## src/rtl/jk_sync_counter.sv

```systemverilog
// ---------------------------------------------------------------------------
// jk_sync_counter
//
// Synchronous WIDTH-bit up/down counter in which every bit is a JK stage.
// Counting drives each stage in toggle mode (J=K=T). Parallel load, and the
// modulo wrap when enabled, drive the stages in forced set/reset mode. The
// J/K vectors are exported so the per-bit stage inputs can be observed.
//
// Optional feature macro: JK_CNT_MOD_EN
//   undefined : pure binary wrap at 2^WIDTH (MODULUS is ignored)
//   defined   : counter runs modulo MODULUS
//
// Parameters:
//   WIDTH    counter width in bits (>= 2)
//   MODULUS  wrap modulus, used only with JK_CNT_MOD_EN (2..2^WIDTH)
//
// Ports:
//   clk       clock, all state updates on posedge
//   rst       synchronous active-high reset (q=0, wrap=0)
//   en        count enable
//   up        direction: 1 = up, 0 = down
//   load      synchronous parallel load, overrides en
//   load_val  value written on load
//   q         registered counter value
//   jk_j      J applied to each bit stage this cycle (combinational)
//   jk_k      K applied to each bit stage this cycle (combinational)
//   tc        terminal count (combinational)
//   wrap      registered one-cycle pulse after an edge at which tc was 1
// ---------------------------------------------------------------------------
module jk_sync_counter #(
   parameter int WIDTH   = 4,
   parameter int MODULUS = 10
) (
   input  logic             clk,
   input  logic             rst,
   input  logic             en,
   input  logic             up,
   input  logic             load,
   input  logic [WIDTH-1:0] load_val,
   output logic [WIDTH-1:0] q,
   output logic [WIDTH-1:0] jk_j,
   output logic [WIDTH-1:0] jk_k,
   output logic             tc,
   output logic             wrap
);

   // Elaboration-time parameter sanity checks.
   if (WIDTH < 2) begin : g_bad_width
      $error("jk_sync_counter: WIDTH must be >= 2");
   end
   if (MODULUS < 2 || MODULUS > (2 ** WIDTH)) begin : g_bad_modulus
      $error("jk_sync_counter: MODULUS must be in 2..2^WIDTH");
   end

   // Terminal value for up-counting.
`ifdef JK_CNT_MOD_EN
   localparam logic [WIDTH-1:0] TOP = WIDTH'(MODULUS - 1);
`else
   localparam logic [WIDTH-1:0] TOP = '1;
`endif

   logic [WIDTH-1:0] t_up;    // toggle vector for an increment
   logic [WIDTH-1:0] t_dn;    // toggle vector for a decrement
   logic [WIDTH-1:0] q_next;

   // Ripple-free toggle enables: bit i toggles when all lower bits are 1
   // (up) or all lower bits are 0 (down).
   // NOTE: every combinational output is given a default before any branch,
   // so no path leaves it unassigned and no latch is inferred.
   always_comb begin
      t_up    = '0;
      t_dn    = '0;
      t_up[0] = 1'b1;
      t_dn[0] = 1'b1;
      for (int i = 1; i < WIDTH; i++) begin
         t_up[i] = t_up[i-1] & q[i-1];
         t_dn[i] = t_dn[i-1] & ~q[i-1];
      end
   end

   // J/K selection, priority load > en > hold. rst does not gate these; it
   // only overrides the register update.
   always_comb begin
      jk_j = '0;
      jk_k = '0;
      if (load) begin
         jk_j = load_val;
         jk_k = ~load_val;
      end else if (en) begin
         if (up) begin
`ifdef JK_CNT_MOD_EN
            // At or beyond the top (including out-of-range loaded values)
            // force every set bit clear so the next value is 0.
            if (q >= TOP) begin
               jk_j = '0;
               jk_k = q;
            end else begin
               jk_j = t_up;
               jk_k = t_up;
            end
`else
            jk_j = t_up;
            jk_k = t_up;
`endif
         end else begin
`ifdef JK_CNT_MOD_EN
            // Down from zero is forced to MODULUS-1 rather than all-ones.
            if (q == '0) begin
               jk_j = TOP;
               jk_k = ~TOP;
            end else begin
               jk_j = t_dn;
               jk_k = t_dn;
            end
`else
            jk_j = t_dn;
            jk_k = t_dn;
`endif
         end
      end
   end

   // JK characteristic equation per bit: Q+ = J&~Q | ~K&Q.
   // J=K=1 toggles cleanly, J=K=0 holds.
   assign q_next = (jk_j & ~q) | (~jk_k & q);

   assign tc = en & ~load & (up ? (q == TOP) : (q == '0));

   // NOTE: sequential state uses non-blocking assignments so every register
   // samples the pre-edge values regardless of statement order.
   always_ff @(posedge clk) begin
      if (rst) begin
         q    <= '0;
         wrap <= 1'b0;
      end else begin
         q    <= q_next;
         wrap <= tc;
      end
   end

endmodule

```

## config.mk

```make
export PLATFORM = sky130hd
export DESIGN_NAME = jk_sync_counter
export DESIGN_NICKNAME = d
export VERILOG_FILES = /design/src/rtl/jk_sync_counter.sv
export SDC_FILE = /design/constraint.sdc
export NUM_CORES = 1
export LEC_CHECK = 0
export CORE_AREA = 3 3 40 42
export CTS_CLUSTER_SIZE = 40
export DETAILED_ROUTE_END_ITERATION = 8
export DIE_AREA = 0 0 43 45
export GPL_ROUTABILITY_DRIVEN = 0
export PLACE_DENSITY = 0.7
export SETUP_SLACK_MARGIN = 0.1
export SLEW_MARGIN = 10
export SYNTH_ARGS = -nofsm -noshare
export SYNTH_HDL_FRONTEND = slang
export SYNTH_SLANG_ARGS = --single-unit
```

## constraint.sdc

```tcl
create_clock -name clk -period 1.2 [get_ports clk]
set_input_delay 0.18 -clock clk [delete_from_list [all_inputs] [get_ports clk]]
set_output_delay 0.18 -clock clk [all_outputs]
set_load 0.005 [all_outputs]
```

==> results by group, run 1 <==
Critical path
  – Reg-to-reg critical path startpoint: q[0]$_SDFF_PP0_
  – Capturing point of the worst reg2reg path: q[3]$_SDFF_PP0_
  – Crit start category: flip-flop
  – Worst setup path startpoint: q[0]$_SDFF_PP0_
  – Top fanout value on the critical path: 3
  – Data arrival time at the worst-slack endpoint: 1.40 ns
  – Capturing element type of the critical path: output pin
  – Worst Reg-to-Reg Cells: 6
  – Kind of critical path: reg -> out
  – Worst EP required: just over 1 ns
  – Minimum setup slack among reg-to-reg paths: -0.29 ns

Run status
  – Violated checks: negative setup slack
  – Outcome: complete, but fails checks

STA
  – Hold Vio Cnt, Final: 0
  – Max Transition Viols Final: 0
  – Tcrit/Tclk final: 131%
  – RSZ-0062 raised after global routing: true
  – Fin worst setup slack: -0.377 ns
  – Final setup violation count: 10
  – F_max: about 0.63 GHz
  – Min Tclk post-route: 1.58 ns
  – Post-route clock skew: 0.00918 ns
  – Worst slew margin: 79.2%
  – WHS: around 0.29 ns
  – Slew at the pin closest to its max-slew limit: 0.311 ns

Final layout
  – Most used cells in the layout excluding fill and tap cells: 18 x buf_4, 10 x buf_2, 8 x buf_6, 4 x clkdlybuf4s50_1
  – Area overhead of the layout relative to synthesis: 141%
  – Fraction of final layout cells sized beyond drive strength 1: 71.3%
  – Utilization of the core after routing: 67.7%
  – Layout Nets: 104
  – Number of diodes added for antenna fixing: 0
  – Commonest non-fill, non-tap cell in the layout: buf_4
  – Final-layout fill cell count: 103

Drt
  – Antenna-violating nets left: 0
  – WL per Instance: between 10 and 15 um
  – Via Count: between 500 and 600
  – DRC violation count after routing: 0
  – First-pass detailed-route iteration total: 3
  – Count of routing violations after the opening detailed-route iteration: 14
  – Avg Vias per Cell: roughly 5
  – Total wirelength of the detailed-routed design: 1460 um

Power
  – Leakage power figure: 0.403 nW
  – Power Density: around 820 nW/um^2
  – Worst IR Drop VDD: a little under 0.4 mV

Global route
  – Remaining global-route overflow: 0
  – Initial antenna violation count: 0
  – Total Routing Usage GR: roughly 15%
  – Number of global-route vias before repair: 518
  – Wire length of the first global-routing pass: 2200 um
  – Maximum number of pins on one net before global-route repair: 8

Clocking
  – Maximum count of clock buffers along a single path: 2
  – Clock tree from TritonCTS: yes
  – Root Buffer Master: clkbuf_4
  – Clock transition at the register clock pins on the worst setup and hold paths after CTS: ~0.05 ns
  – Clock buffer count from CTS: 3
  – Clock insertion delay at the later pin of the skew report: roughly 0.26 ns
  – Post-cts hold buffer count: 0
  – Num Clock Sinks: 5
  – CTS H-tree depth: 1

Logic synthesis
  – Top cell type's share of synthesized area: 27.8%
  – Synthesized Nets: 55
  – Per-instance average area after synthesis: 7.83 sq um
  – Count of different cell masters after synthesis: 22
  – Post-Syn Area: ~360 sq um
  – Top cell type by total area after synthesis: dfxtp_1
  – Syn. warnings: 0
  – Register bit total from synthesis: 5
  – Instance count of the mapped netlist: 46
  – Most area-consuming cells after synthesis: dfxtp_1 28%, o21ai_0 6.9%, a211oi_1 6.3%
  – Fraction of the yosys area taken by sequential cells: approximately 28%

Floorplan
  – I/O pin count: 23
  – Placeable core region: 1280 sq um
  – Die width: roughly 43 um
  – Initial core utilization: 28.0%
  – Die height: about 45 um
  – Cell Rows: 13
  – Die Outline Area: between 1500 and 2000 sq um

Placed design
  – Number of buffers inserted by port buffering: 22
  – Worst setup slack after placement: -0.909 ns
  – HPWL reported at the end of detailed placement: 905 um

Worst hold path
  – Endpoint of the worst hold path: q[2]$_SDFF_PP0_
  – Hold Startpoint: en
  – Cell depth of the worst hold path: 3
  – Worst min-delay path class: in -> reg

Job
  – Max-cap violation count: 0
-- worst max-delay path by stage --
stage	slack, ns	endpoint	cells after the start
floorplan	0.004	q[3]$_SDFF_PP0_	3
global placement	-0.83	jk_j[2]	5
detailed placement	-0.91	jk_k[2]	5
CTS	-0.38	tc	6
global route	-0.45	jk_k[2]	6
finish	-0.38	jk_k[3]	6
-- layer usage --
metal | GRT usage (%) | routed length, um
met5 | 0 | 0
met4 | 7.23 | 26
met3 | 3.59 | 34
met2 | 27.8 | 779
met1 | 16.9 | 620
-- cell usage after synthesis --
library cell,number
dfxtp_1,5
nor2_1,6
buf_2,2
nor3_1,2
and4_1,1
o21ai_0,5
nor4_2,1
nand2b_1,3
o211ai_2,1
inv_1,1
and3_2,1
nand2_1,5
o2111a_1,1
a21oi_1,2
mux2_2,1
xor2_1,1
nand4_1,1
a211oi_1,3
nor4b_1,1
o21bai_1,1
mux2_4,1
xnor2_1,1
-- critical path, cell delays in order, from the launching register on --
cell and delay, ns:
dfxtp_4 0.35, buf_6 0.11, and4_1 0.18, o211ai_2 0.18, buf_6 0.14, o21ai_2 0.04, buf_2 0.12
-- per-stage QoR --
stage               cells  setup TNS [ns]  area [sq um]  power, mW
floorplan              46               0           375      0.281
global placement       95           -8.39           709      0.435
detailed placement     95           -8.85           709      0.439
CTS                   109           -2.73           827      0.697
global route          109           -3.29           870      0.747
finish                109           -2.75           870      0.715
-- cell families after synthesis --
group	synth area share [%]
AND/OR/NAND/NOR	31.6
AO/OA/AOI/OAI	24.7
multiplexers	7.29
XOR/XNOR	4.86
buffers and inverters	3.82
flip-flops	27.8
-- cell type report --
cell class / count / area (sq um) / share of cell area (%)
repair buffers: 46 / 370 / 42.6
multi-input cells: 38 / 338 / 38.8
flip-flops and latches: 5 / 113 / 12.9
clock buffers: 4 / 26.3 / 3.02
well taps: 15 / 18.8 / 2.16
inverters: 1 / 3.75 / 0.432
-- registers in the layout (all words and copies together) (netlist names) --
| name | cells |
|---|---|
| q | 4 |
| wrap | 1 |
-- report_power, final --
part	internal [mW]	switching (mW)	total (mW)	leakage, nW
sequential	0.180	0.0150	0.195	0.0434
clock	0.127	0.0819	0.208	0.0150
combinational	0.182	0.130	0.312	0.344
-- timing repair --
item | in CTS | in global routing
pin swaps | 10 | 9
setup buffers | 10 | 0
gates resized for setup | 84 | 13
endpoints found under the setup margin | 19 | 12
hold endpoints to repair | 0 | 0
gates cloned | 0 | 0
Note: power is estimated with default switching activity, not from simulation.
==> run 2: changes to the inputs <==
--- a/config.mk
+++ b/config.mk
@@ -6,11 +6,12 @@
 export NUM_CORES = 1
 export LEC_CHECK = 0
 export CORE_AREA = 3 3 40 42
+export CTS_CLUSTER_DIAMETER = 100
 export CTS_CLUSTER_SIZE = 40
 export DETAILED_ROUTE_END_ITERATION = 8
 export DIE_AREA = 0 0 43 45
 export GPL_ROUTABILITY_DRIVEN = 0
-export PLACE_DENSITY = 0.7
+export PLACE_DENSITY = 0.65
 export SETUP_SLACK_MARGIN = 0.1
 export SLEW_MARGIN = 10
 export SYNTH_ARGS = -nofsm -noshare
==> run 2 against run 1 <==
The flow still finishes with violations (negative setup slack). Critical path type unchanged. Worst hold slack improved by 0.049 ns. Count of clock-buffer cells in the layout unchanged. Sequential share of layout area decreased by 0.17 points. First-iteration DRC count decreased by 86%. Power increased by 2.6%.
==> results by group, run 2 (synthesis results as in run 1) <==
Run status
  – Outcome: complete, but fails checks (unchanged)
  – Violated checks: negative setup slack (unchanged)

Power
  – Logic gate share of total power: 44.6% (was 43.6%)
  – Total chip power: 0.734 mW (was 0.715 mW)
  – Switching power: 0.234 mW (was 0.227 mW)
  – Net switching share of the total power: 31.9% (was 31.7%)
  – Clock Power Share: 28.8% (was 29.2%)
  – Power share of the sequential group: 26.6% (was 27.3%)
  – Int Power: 0.499 mW (was 0.488 mW)
  – Leakage power figure: 0.414 nW (was 0.403 nW)
  – Worst IR Drop VDD: 0.396 mV (was 0.385 mV)
  – Power Density: 833 nW/um^2 (was 822 nW/um^2)

STA
  – Worst slew margin: 80.4% (was 79.2%)
  – F_max: 0.640 GHz (was 0.634 GHz)
  – RSZ-0062 raised after global routing: true (unchanged)
  – Max Transition Viols Final: 0 (unchanged)
  – Hold Vio Cnt, Final: 0 (unchanged)
  – Slew at the pin closest to its max-slew limit: 0.294 ns (was 0.311 ns)
  – Fin worst setup slack: -0.363 ns (was -0.377 ns)
  – Final setup violation count: 9 (was 10)
  – Tcrit/Tclk final: 130% (was 131%)
  – Min Tclk post-route: 1.56 ns (was 1.58 ns)
  – Post-route clock skew: 0.00698 ns (was 0.00918 ns)

Critical path
  – Crit start category: flip-flop (unchanged)
  – Data arrival time at the worst-slack endpoint: 1.38 ns (was 1.40 ns)
  – Worst Reg-to-Reg Cells: 6 (unchanged)
  – Reg-to-reg critical path startpoint: q[0]$_SDFF_PP0_ (unchanged)
  – Capturing element type of the critical path: output pin (unchanged)
  – Worst EP required: 1.02 ns (about the same)
  – Kind of critical path: reg -> out (unchanged)
  – Minimum setup slack among reg-to-reg paths: -0.26 ns (was -0.29 ns)
  – Capturing point of the worst reg2reg path: q[3]$_SDFF_PP0_ (unchanged)
  – Top fanout value on the critical path: 4 (was 3)

Clocking
  – CTS H-tree depth: 1 (unchanged)
  – Clock tree from TritonCTS: yes (unchanged)
  – Clock transition at the register clock pins on the worst setup and hold paths after CTS: 0.05 ns (about the same)
  – Clock insertion delay at the later pin of the skew report: 0.26 ns (about the same)
  – Num Clock Sinks: 5 (unchanged)
  – Root Buffer Master: clkbuf_4 (unchanged)
  – Maximum count of clock buffers along a single path: 2 (unchanged)
  – Clock buffer count from CTS: 3 (unchanged)

Final layout
  – Number of flip-flops under the largest register name: 4 (unchanged)
  – Fraction of final layout cells sized beyond drive strength 1: 69.5% (was 71.3%)
  – Most used cells in the layout excluding fill and tap cells: 18 x buf_4, 9 x buf_6, 8 x buf_2, 5 x nor2_1, 5 x clkbuf_2 (was 18 x buf_4, 10 x buf_2, 8 x buf_6, 4 x clkdlybuf4s50_1)
  – Largest regs: q: 4 flops, wrap: 1 flops (unchanged)
  – Layout Nets: 105 (was 104)
  – Utilization of the core after routing: 68.5% (was 67.7%)
  – Design area: 881 sq um (was 870 sq um)
  – Area overhead of the layout relative to synthesis: 144% (was 141%)
  – Number of diodes added for antenna fixing: 0 (unchanged)
  – Largest register by flop count: q (unchanged)
  – Commonest non-fill, non-tap cell in the layout: buf_4 (unchanged)
  – Number of cells in the finished layout apart from fillers: 110 (was 109)

Drt
  – WL per Instance: 12.9 um (was 13.4 um)
  – Antenna-violating nets left: 0 (unchanged)
  – Avg Vias per Cell: 4.75 (was 4.88)
  – Count of routing violations after the opening detailed-route iteration: 2 (was 14)
  – Total wirelength of the detailed-routed design: 1420 um (was 1460 um)
  – Via Count: 522 (was 532)
  – First-pass detailed-route iteration total: 3 (unchanged)
  – DRC violation count after routing: 0 (unchanged)

Global route
  – Wire length of the first global-routing pass: 2010 um (was 2200 um)
  – Initial antenna violation count: 0 (unchanged)
  – Remaining global-route overflow: 0 (unchanged)
  – Number of global-route vias before repair: 485 (was 518)
  – Total Routing Usage GR: 14.3% (was 15.3%)
  – Maximum number of pins on one net before global-route repair: 8 (unchanged)

Worst hold path
  – Endpoint of the worst hold path: q[2]$_SDFF_PP0_ (unchanged)
  – Worst min-delay path class: in -> reg (unchanged)
  – Cell depth of the worst hold path: 4 (was 3)
  – Hold Startpoint: en (unchanged)

Floorplan
  – Die height: 45 um (unchanged)
  – Placeable core region: 1280 sq um (unchanged)
  – I/O pin count: 23 (unchanged)
  – Initial core utilization: 28.0% (unchanged)
  – Die width: 43 um (unchanged)
  – Cell Rows: 13 (unchanged)
  – Die Outline Area: 1940 sq um (unchanged)

Placed design
  – Cell area after placement: 717 sq um (was 709 sq um)
  – HPWL reported at the end of detailed placement: 919 um (was 905 um)
  – Placed Instances: 96 (was 95)
  – Number of buffers inserted by port buffering: 22 (unchanged)

Job
  – Max-cap violation count: 0 (unchanged)
## run 2: cell type report
class,count,area (sq um)
fill,106,404
timing repair buffer,47,370
tap,15,18.8
clock buffer,4,26.3
inverter,1,3.75
multi-input combinational,38,349
sequential,5,113
## run 2: worst max-delay path by stage
stage | from | end
after global placement | up | jk_j[2]
final | q[0]$_SDFF_PP0_ | jk_k[3]
after floorplan | q[1]$_SDFF_PP0_ | q[3]$_SDFF_PP0_
after global routing | q[0]$_SDFF_PP0_ | tc
after detailed placement | up | jk_k[2]
after CTS | q[0]$_SDFF_PP0_ | tc
## run 2: per-layer routing
layer | GRT usage [%] | vias up | wire [um]
met1 | 14.5 | 243 | 548
met5 | 0 | - | 0
met4 | 7.23 | 0 | 22
met2 | 25.4 | 11 | 790
li1 | - | 266 | -
met3 | 5.98 | 2 | 56
## run 2: power groups by stage
stage | sequential, mW | combinational, mW | clock, mW
after global placement | 0.199 | 0.239 | 0
after detailed placement | 0.199 | 0.242 | 0
after floorplan | 0.204 | 0.0766 | 0
final | 0.195 | 0.327 | 0.211
after global routing | 0.197 | 0.352 | 0.227
after CTS | 0.197 | 0.267 | 0.212
## run 2: worst max-delay path: stages (launching register included)
cell,delay (ns)
dfxtp_4,0.35
buf_6,0.12
and4_1,0.18
o211ai_2,0.16
buf_4,0.15
o21ai_2,0.04
buf_2,0.12
## run 2: repair_timing
item,CTS,global route
hold buffers,0,0
pin swaps,9,9
buffers inserted,6,4
endpoints found under the setup margin,19,15
resized for setup,68,30
## run 2: metrics by stage
step | worst slack (ns) | hold WS (ns) | setup TNS [ns]
after floorplan | 0.00405 | 0.245 | 0
after global placement | -0.831 | 0.574 | -8.60
after detailed placement | -0.894 | 0.577 | -8.91
after CTS | -0.447 | 0.256 | -3.11
after global routing | -0.420 | 0.342 | -2.95
final | -0.363 | 0.339 | -2.36
